File: src/rtl/xadc_scan_scheduler.sv
// xadc_scan_scheduler
// Periodically reads four XADC auxiliary channels (VAUX2, VAUX3, VAUX10 and
// VAUX11) over the DRP port. Keeps the latest 12-bit result per channel and
// derives two hysteresis-filtered button bits for the Pong top.
module xadc_scan_scheduler #(
  parameter int unsigned SCAN_DIV    = 1000000,
  parameter int unsigned TIMEOUT_CYC = 255,
  parameter logic [11:0] TH_HIGH     = 12'd2867,
  parameter logic [11:0] TH_LOW      = 12'd2048
) (
  input  logic        CLK100MHZ,
  input  logic        RST_BTN,
  input  logic        enable,
  output logic [6:0]  drp_daddr,
  output logic        drp_den,
  output logic        drp_dwe,
  input  logic [15:0] drp_do,
  input  logic        drp_drdy,
  output logic [11:0] ch_data0,
  output logic [11:0] ch_data1,
  output logic [11:0] ch_data2,
  output logic [11:0] ch_data3,
  output logic [3:0]  ch_valid,
  output logic        scan_done,
  output logic [1:0]  BTN_LR,
  output logic        timeout_err
);

  localparam int TICK_W = (SCAN_DIV > 1) ? $clog2(SCAN_DIV) : 1;
  localparam int TO_W   = (TIMEOUT_CYC > 1) ? $clog2(TIMEOUT_CYC) : 1;
  localparam logic [TICK_W-1:0] TICK_LAST = TICK_W'(SCAN_DIV - 1);
  localparam logic [TO_W-1:0]   TO_LAST   = TO_W'(TIMEOUT_CYC - 1);

  typedef enum logic [2:0] {
    IDLE  = 3'd0,
    ISSUE = 3'd1,
    WAIT  = 3'd2,
    STORE = 3'd3,
    DONE  = 3'd4
  } state_t;

  // DRP address of each scanned channel, in scan order.
  function automatic logic [6:0] chan_addr(input logic [1:0] idx);
    logic [6:0] addr;
    case (idx)
      2'd0:    addr = 7'h12;
      2'd1:    addr = 7'h13;
      2'd2:    addr = 7'h1A;
      2'd3:    addr = 7'h1B;
      default: addr = 7'h12;
    endcase
    return addr;
  endfunction

  // Schmitt-trigger rule for one button bit.
  function automatic logic hyst_next(input logic prev, input logic [11:0] sample);
    logic nxt;
    if (sample >= TH_HIGH) begin
      nxt = 1'b1;
    end else if (sample < TH_LOW) begin
      nxt = 1'b0;
    end else begin
      nxt = prev;
    end
    return nxt;
  endfunction

  logic [TICK_W-1:0] tick_cnt_r;
  logic              tick_r;
  logic              pending_r;
  state_t            state_r;
  state_t            state_nx_s;
  logic [1:0]        idx_r;
  logic [1:0]        idx_nx_s;
  logic [TO_W-1:0]   to_cnt_r;
  logic              start_s;
  logic              capture_s;
  logic              skip_s;
  logic [11:0]       sample_s;
  logic [3:0]        unused_lsb_s;

  // The XADC result is 12-bit left-justified; the low nibble carries no data.
  assign sample_s     = drp_do[15:4];
  assign unused_lsb_s = drp_do[3:0];
  assign drp_dwe      = 1'b0;

  // Scan timebase and one-deep request flag; extra ticks while pending are absorbed
  always_ff @(posedge CLK100MHZ) begin
    if (RST_BTN) begin
      tick_cnt_r <= {TICK_W{1'b0}};
      tick_r     <= 1'b0;
      pending_r  <= 1'b0;
    end else begin
      if (tick_cnt_r == TICK_LAST) begin
        tick_cnt_r <= {TICK_W{1'b0}};
        tick_r     <= 1'b1;
      end else begin
        tick_cnt_r <= tick_cnt_r + TICK_W'(1);
        tick_r     <= 1'b0;
      end
      if (start_s) begin
        pending_r <= 1'b0;
      end else if (tick_r && enable) begin
        pending_r <= 1'b1;
      end else begin
        pending_r <= pending_r;
      end
    end
  end

  // Next-state, channel index and per-cycle strobes of the scan sequencer
  always_comb begin
    state_nx_s = state_r;
    idx_nx_s   = idx_r;
    start_s    = 1'b0;
    capture_s  = 1'b0;
    skip_s     = 1'b0;
    case (state_r)
      IDLE: begin
        if (pending_r) begin
          state_nx_s = ISSUE;
          idx_nx_s   = 2'd0;
          start_s    = 1'b1;
        end else begin
          state_nx_s = IDLE;
        end
      end
      ISSUE: begin
        state_nx_s = WAIT;
      end
      WAIT: begin
        if (drp_drdy) begin
          state_nx_s = STORE;
          capture_s  = 1'b1;
        end else if (to_cnt_r == TO_LAST) begin
          // Give up on this channel; keep its old data and move on.
          skip_s = 1'b1;
          if (idx_r == 2'd3) begin
            state_nx_s = DONE;
          end else begin
            state_nx_s = ISSUE;
            idx_nx_s   = idx_r + 2'd1;
          end
        end else begin
          state_nx_s = WAIT;
        end
      end
      STORE: begin
        if (idx_r == 2'd3) begin
          state_nx_s = DONE;
        end else begin
          state_nx_s = ISSUE;
          idx_nx_s   = idx_r + 2'd1;
        end
      end
      DONE: begin
        state_nx_s = IDLE;
      end
      default: begin
        state_nx_s = IDLE;
      end
    endcase
  end

  // Sequencer state, channel index and DRP response timeout counter
  always_ff @(posedge CLK100MHZ) begin
    if (RST_BTN) begin
      state_r  <= IDLE;
      idx_r    <= 2'd0;
      to_cnt_r <= {TO_W{1'b0}};
    end else begin
      state_r <= state_nx_s;
      idx_r   <= idx_nx_s;
      if (state_r == ISSUE) begin
        to_cnt_r <= {TO_W{1'b0}};
      end else if ((state_r == WAIT) && !drp_drdy && !skip_s) begin
        to_cnt_r <= to_cnt_r + TO_W'(1);
      end else begin
        to_cnt_r <= to_cnt_r;
      end
    end
  end

  // DRP strobe for the ISSUE cycle; address held until the next ISSUE
  always_ff @(posedge CLK100MHZ) begin
    if (RST_BTN) begin
      drp_den   <= 1'b0;
      drp_daddr <= 7'h00;
    end else begin
      drp_den <= (state_nx_s == ISSUE);
      if (state_nx_s == ISSUE) begin
        drp_daddr <= chan_addr(idx_nx_s);
      end else begin
        drp_daddr <= drp_daddr;
      end
    end
  end

  // Result capture and button hysteresis on the edge entering STORE, so the
  // new value is visible in STORE (the cycle after drdy)
  always_ff @(posedge CLK100MHZ) begin
    if (RST_BTN) begin
      ch_data0 <= 12'h000;
      ch_data1 <= 12'h000;
      ch_data2 <= 12'h000;
      ch_data3 <= 12'h000;
      ch_valid <= 4'h0;
      BTN_LR   <= 2'b00;
    end else if (capture_s) begin
      case (idx_r)
        2'd0:    ch_data0 <= sample_s;
        2'd1:    ch_data1 <= sample_s;
        2'd2:    ch_data2 <= sample_s;
        2'd3:    ch_data3 <= sample_s;
        default: ch_data0 <= ch_data0;
      endcase
      ch_valid <= ch_valid | (4'b0001 << idx_r);
      if (idx_r == 2'd0) begin
        BTN_LR[1] <= hyst_next(BTN_LR[1], sample_s);
      end else if (idx_r == 2'd1) begin
        BTN_LR[0] <= hyst_next(BTN_LR[0], sample_s);
      end else begin
        BTN_LR <= BTN_LR;
      end
    end else begin
      ch_valid <= ch_valid;
    end
  end

  // End-of-scan pulse and sticky timeout flag
  always_ff @(posedge CLK100MHZ) begin
    if (RST_BTN) begin
      scan_done   <= 1'b0;
      timeout_err <= 1'b0;
    end else begin
      scan_done   <= (state_nx_s == DONE);
      timeout_err <= timeout_err | skip_s;
    end
  end

endmodule

File: config.mk
export PLATFORM = sky130hd
export DESIGN_NAME = xadc_scan_scheduler
export DESIGN_NICKNAME = d
export VERILOG_FILES = /design/src/rtl/xadc_scan_scheduler.sv
export SDC_FILE = /design/constraint.sdc
export NUM_CORES = 1
export LEC_CHECK = 0
export CAP_MARGIN = 20
export CORE_ASPECT_RATIO = 2
export CORE_UTILIZATION = 54
export CTS_CLUSTER_SIZE = 14
export DETAILED_ROUTE_END_ITERATION = 6
export PLACE_DENSITY = 0.85
export SLEW_MARGIN = 20
export SYNTH_ARGS = -nofsm -noshare
export SYNTH_HDL_FRONTEND = slang
export SYNTH_SLANG_ARGS = --single-unit
export TNS_END_PERCENT = 5
File: constraint.sdc
create_clock -name CLK100MHZ -period 5.4 [get_ports CLK100MHZ]
set_input_delay 1.08 -clock CLK100MHZ [delete_from_list [all_inputs] [get_ports CLK100MHZ]]
set_output_delay 1.08 -clock CLK100MHZ [all_outputs]
set_load 0.02 [all_outputs]
==> impl_metrics.toml <==
[run_status]
status = "finished, final reports clean"

[timing]
post-route-period-util_pct = 62.2
rsz0062_at_grt = "false"
drv_slew = 0
setup_slack_ps = 2040
setup_viol = 0
hold_violations = 0
skew_ps = 8.13
max_slew.worst_pin.slew_ps = 994
finalSetupTns_ps = 0
finalCriticalPeriod_ps = 3360
clock.fmax_mhz = 298
max_slew_margin_pct = 33.5

[setup_path]
start_kind = "primary input"
slowest_stage = "nand4bb_1"
cpMostUsedCell = "nor2_1"
crit_path_end_kind = "flip-flop"
reg2reg_slack_ps = 2750
reg2reg_depth = 5
critPathMaxStageDelay_ps = 560
r2r-end = "ch_data2[7]"
path_class = "in2reg"
crit_family = "simple AND/OR/NAND/NOR gates"
crit_buf_inv = 1
r2r_start = "state_r[1]"
worst-endpoint-required_ps = 5600
crit_path_cell_trace = "clkdlybuf4s50_1 -> nand4bb_1 -> nor2_1 -> nand2_1 -> mux2i_1 -> nor2_1"
cp_max_fo = 18
critPathArrivalTime_ps = 3560

[min_path]
min_from = "tick_cnt_r[0]"
min_path_cells = 1
holdPathEnd = "tick_cnt_r[0]"
hold_class = "reg2reg"

[grt]
grt_pass1_vias = 3337
antenna_found_initial = 0
grt_max_degree = 66
gr-total-overflow = 0
grt_util_all_layers_pct = 28.6
grt_first_pass_wirelength_um = 15500

[die]
die-area_um2 = 7390
core_um2 = 6730
rows = 42
die-height_um = 121
start_util_pct = 56.4
pin_count = 85
die_w_um = 61.3

[pwr]
intPower_mw = 1.07
combPwrFrac_pct = 2.9
clock_power_share_pct = 45.9
total_power_mw = 1.37
cellPowerDensity_nw_per_um2 = 283
power.switching_mw = 0.300
p_seq_share_pct = 51.2
switching_share_pct = 21.8
leakagePower_nw = 1.66
peakVddDrop_mv = 0.254

[clock_network]
ctsLongestPathBuffers = 2
postCtsSetupBuffers = 0
hold_buffers = 0
cts_sinks = 95
clock_tree.root_cell = "clkbuf_16"
cts_tree = "done"
clk_latency_ps = 350
cts.repair.resized = 0
cts_made_buffers = 9
clk_pin_slew_ps = 70
cts.htree.levels = 3

[synth]
synth_compound_area_share_pct = 12.5
synth_edf_count = 0
yosysTopAreaCell = "dfxtp_1"
ys_ff_latch = 95
synthMuxAreaShare_pct = 2.97
syn_area_per_cell_um2 = 8.53
synth-simple-area-share_pct = 23.4
synth_top_area_share_pct = 50.1
yosys_warnings = 0
synthAdderAreaFrac_pct = 0.989
seq_area_frac_synth_pct = 50.1
ys_top_cells_by_area = "dfxtp_1, nand2_1, a21oi_1, nor2_1, xnor2_1"
synthXorXnorAreaFrac_pct = 5.08
synthArstFlopShare_pct = 0
syn-cell-area_um2 = 3790
synth_top_family_by_area = "simple AND/OR/NAND/NOR gates"
synth_cell_types = 48
synth_ff_type = "dfxtp_1"
synthCells = 445

[cells_and_area]
final_layout_size_suffix_gt1_share_pct = 5.68
final_nets = 529
n_antenna_cell = 0
syn2layout_area_growth_pct = 27.8

[drt]
drt_iter0_drc = 221
drtAntennaViolNets = 0
drtPass1Iterations = 4
wl_per_cell_um = 16.4
via_per_inst = 5.62
drt_wl_total_um = 9850
via_count = 3368
route.detailed.drc = 0

[run]
cap_violations = 0

[placement]
preCtsSetupSlack_ps = 1740
globalplace.congestion = 0.795
dp.final_hpwl_um = 6750
portBuffers = 76
## worst reg2reg max path, stage by stage (launching register included)
cell and delay (ps):
dfxtp_1 530, nand4bb_1 600, nor2_1 510, nand2_1 470, mux2i_1 310, nor2_1 80
## cell families (layout without fill, tap and decap cells)
family          after synthesis  after routing
simple gates                190            190
fa+ha+maj                     3              3
other cells                   1              4
mux                          11             11
flops                        95             95
compound gates               83             83
buf+inv                      40            103
xor+xnor                     22             22
## power by group through the flow
stage / Sequential (mW) / Combinational (mW) / Clock (mW)
6_report: 0.704 / 0.0404 / 0.630
4_1_cts: 0.704 / 0.0401 / 0.635
2_1_floorplan: 0.719 / 0.0199 / 0
5_1_grt: 0.704 / 0.0430 / 0.664
3_3_place_gp: 0.719 / 0.0392 / 0
3_5_place_dp: 0.720 / 0.0398 / 0
## sequential cells by signal, indices dropped and copies added (netlist names)
name,cells
tick_cnt_r,20
ch_data0,12
ch_data1,12
ch_data2,12
ch_data3,12
to_cnt_r,8
ch_valid,4
drp_daddr,3
state_r,3
BTN_LR,2
idx_r,2
drp_den,1
pending_r,1
scan_done,1
tick_r,1
timeout_err,1
## area by class of cell
class                           count  area (um2)
Sequential cell                    95        1900
Fill cell                         512        1880
Multi-Input combinational cell    313        1740
Timing Repair Buffer               78         771
Clock buffer                        9         225
Tap cell                           88         110
Clock inverter                      7        71.3
Inverter                            9        33.8
## synth_stat cells, drive strengths merged (2+ instances only)
master	instances
nor4b	2
o21ai	18
nand4	9
and3	3
a21oi	50
and4	3
mux2i	9
nor2b	3
inv	9
mux2	2
and2	2
nand3	12
nor3	8
dfxtp	95
xnor2	11
nand2b	4
clkbuf	21
a211oi	2
nor4	3
nor3b	2
or3	6
xor2	11
nor2	48
o221a	2
ha	3
buf	10
a31oi	2
a211o	3
nand2	79
a2111oi	2
## placed cells by master (no fill, tap or decap), types with 4 or more instances in the layout
cell / count
dfxtp_1: 95
nand2_1: 79
clkdlybuf4s50_1: 75
a21oi_1: 50
nor2_1: 48
o21ai_0: 17
nand3_1: 12
xnor2_1: 11
xor2_1: 11
inv_1: 9
nand4_1: 9
mux2i_1: 9
clkbuf_16: 9
nor3_1: 7
or3_1: 5
nand2b_1: 4
conb_1: 4
## worst max path at each step
stage                     slack (ps)     endpoint  depth (start not counted)     start
after floorplan                 3000  to_cnt_r[7]                          5  drp_drdy
after global placement          1880  ch_data2[0]                          6  drp_drdy
after detailed placement        1740  ch_data2[3]                          6  drp_drdy
after CTS                       2060  ch_data2[3]                          6  drp_drdy
after global routing            1910  ch_data2[7]                          6  drp_drdy
final                           2040  ch_data2[7]                          6  drp_drdy
## through the flow
stage                     hold slack, ps  cells  instance area (um2)  util, %
after floorplan                      413    448                 3810        -
after global placement               422    583                 4540     67.6
after detailed placement             441    583                 4550     67.7
after CTS                            451    599                 4850     72.1
after global routing                 479    599                 4850     72.1
final                                448    599                 4850     72.1
## metal layers
layer,part of all wire [%],GRT usage (%),up-vias
li1,-,-,1623
met1,33,27.4,1575
met2,55,49.3,135
met3,7.0,7.06,35
met4,4.7,21.0,0
met5,0,0,-
No activity file was read; power rests on OpenSTA's default activity.
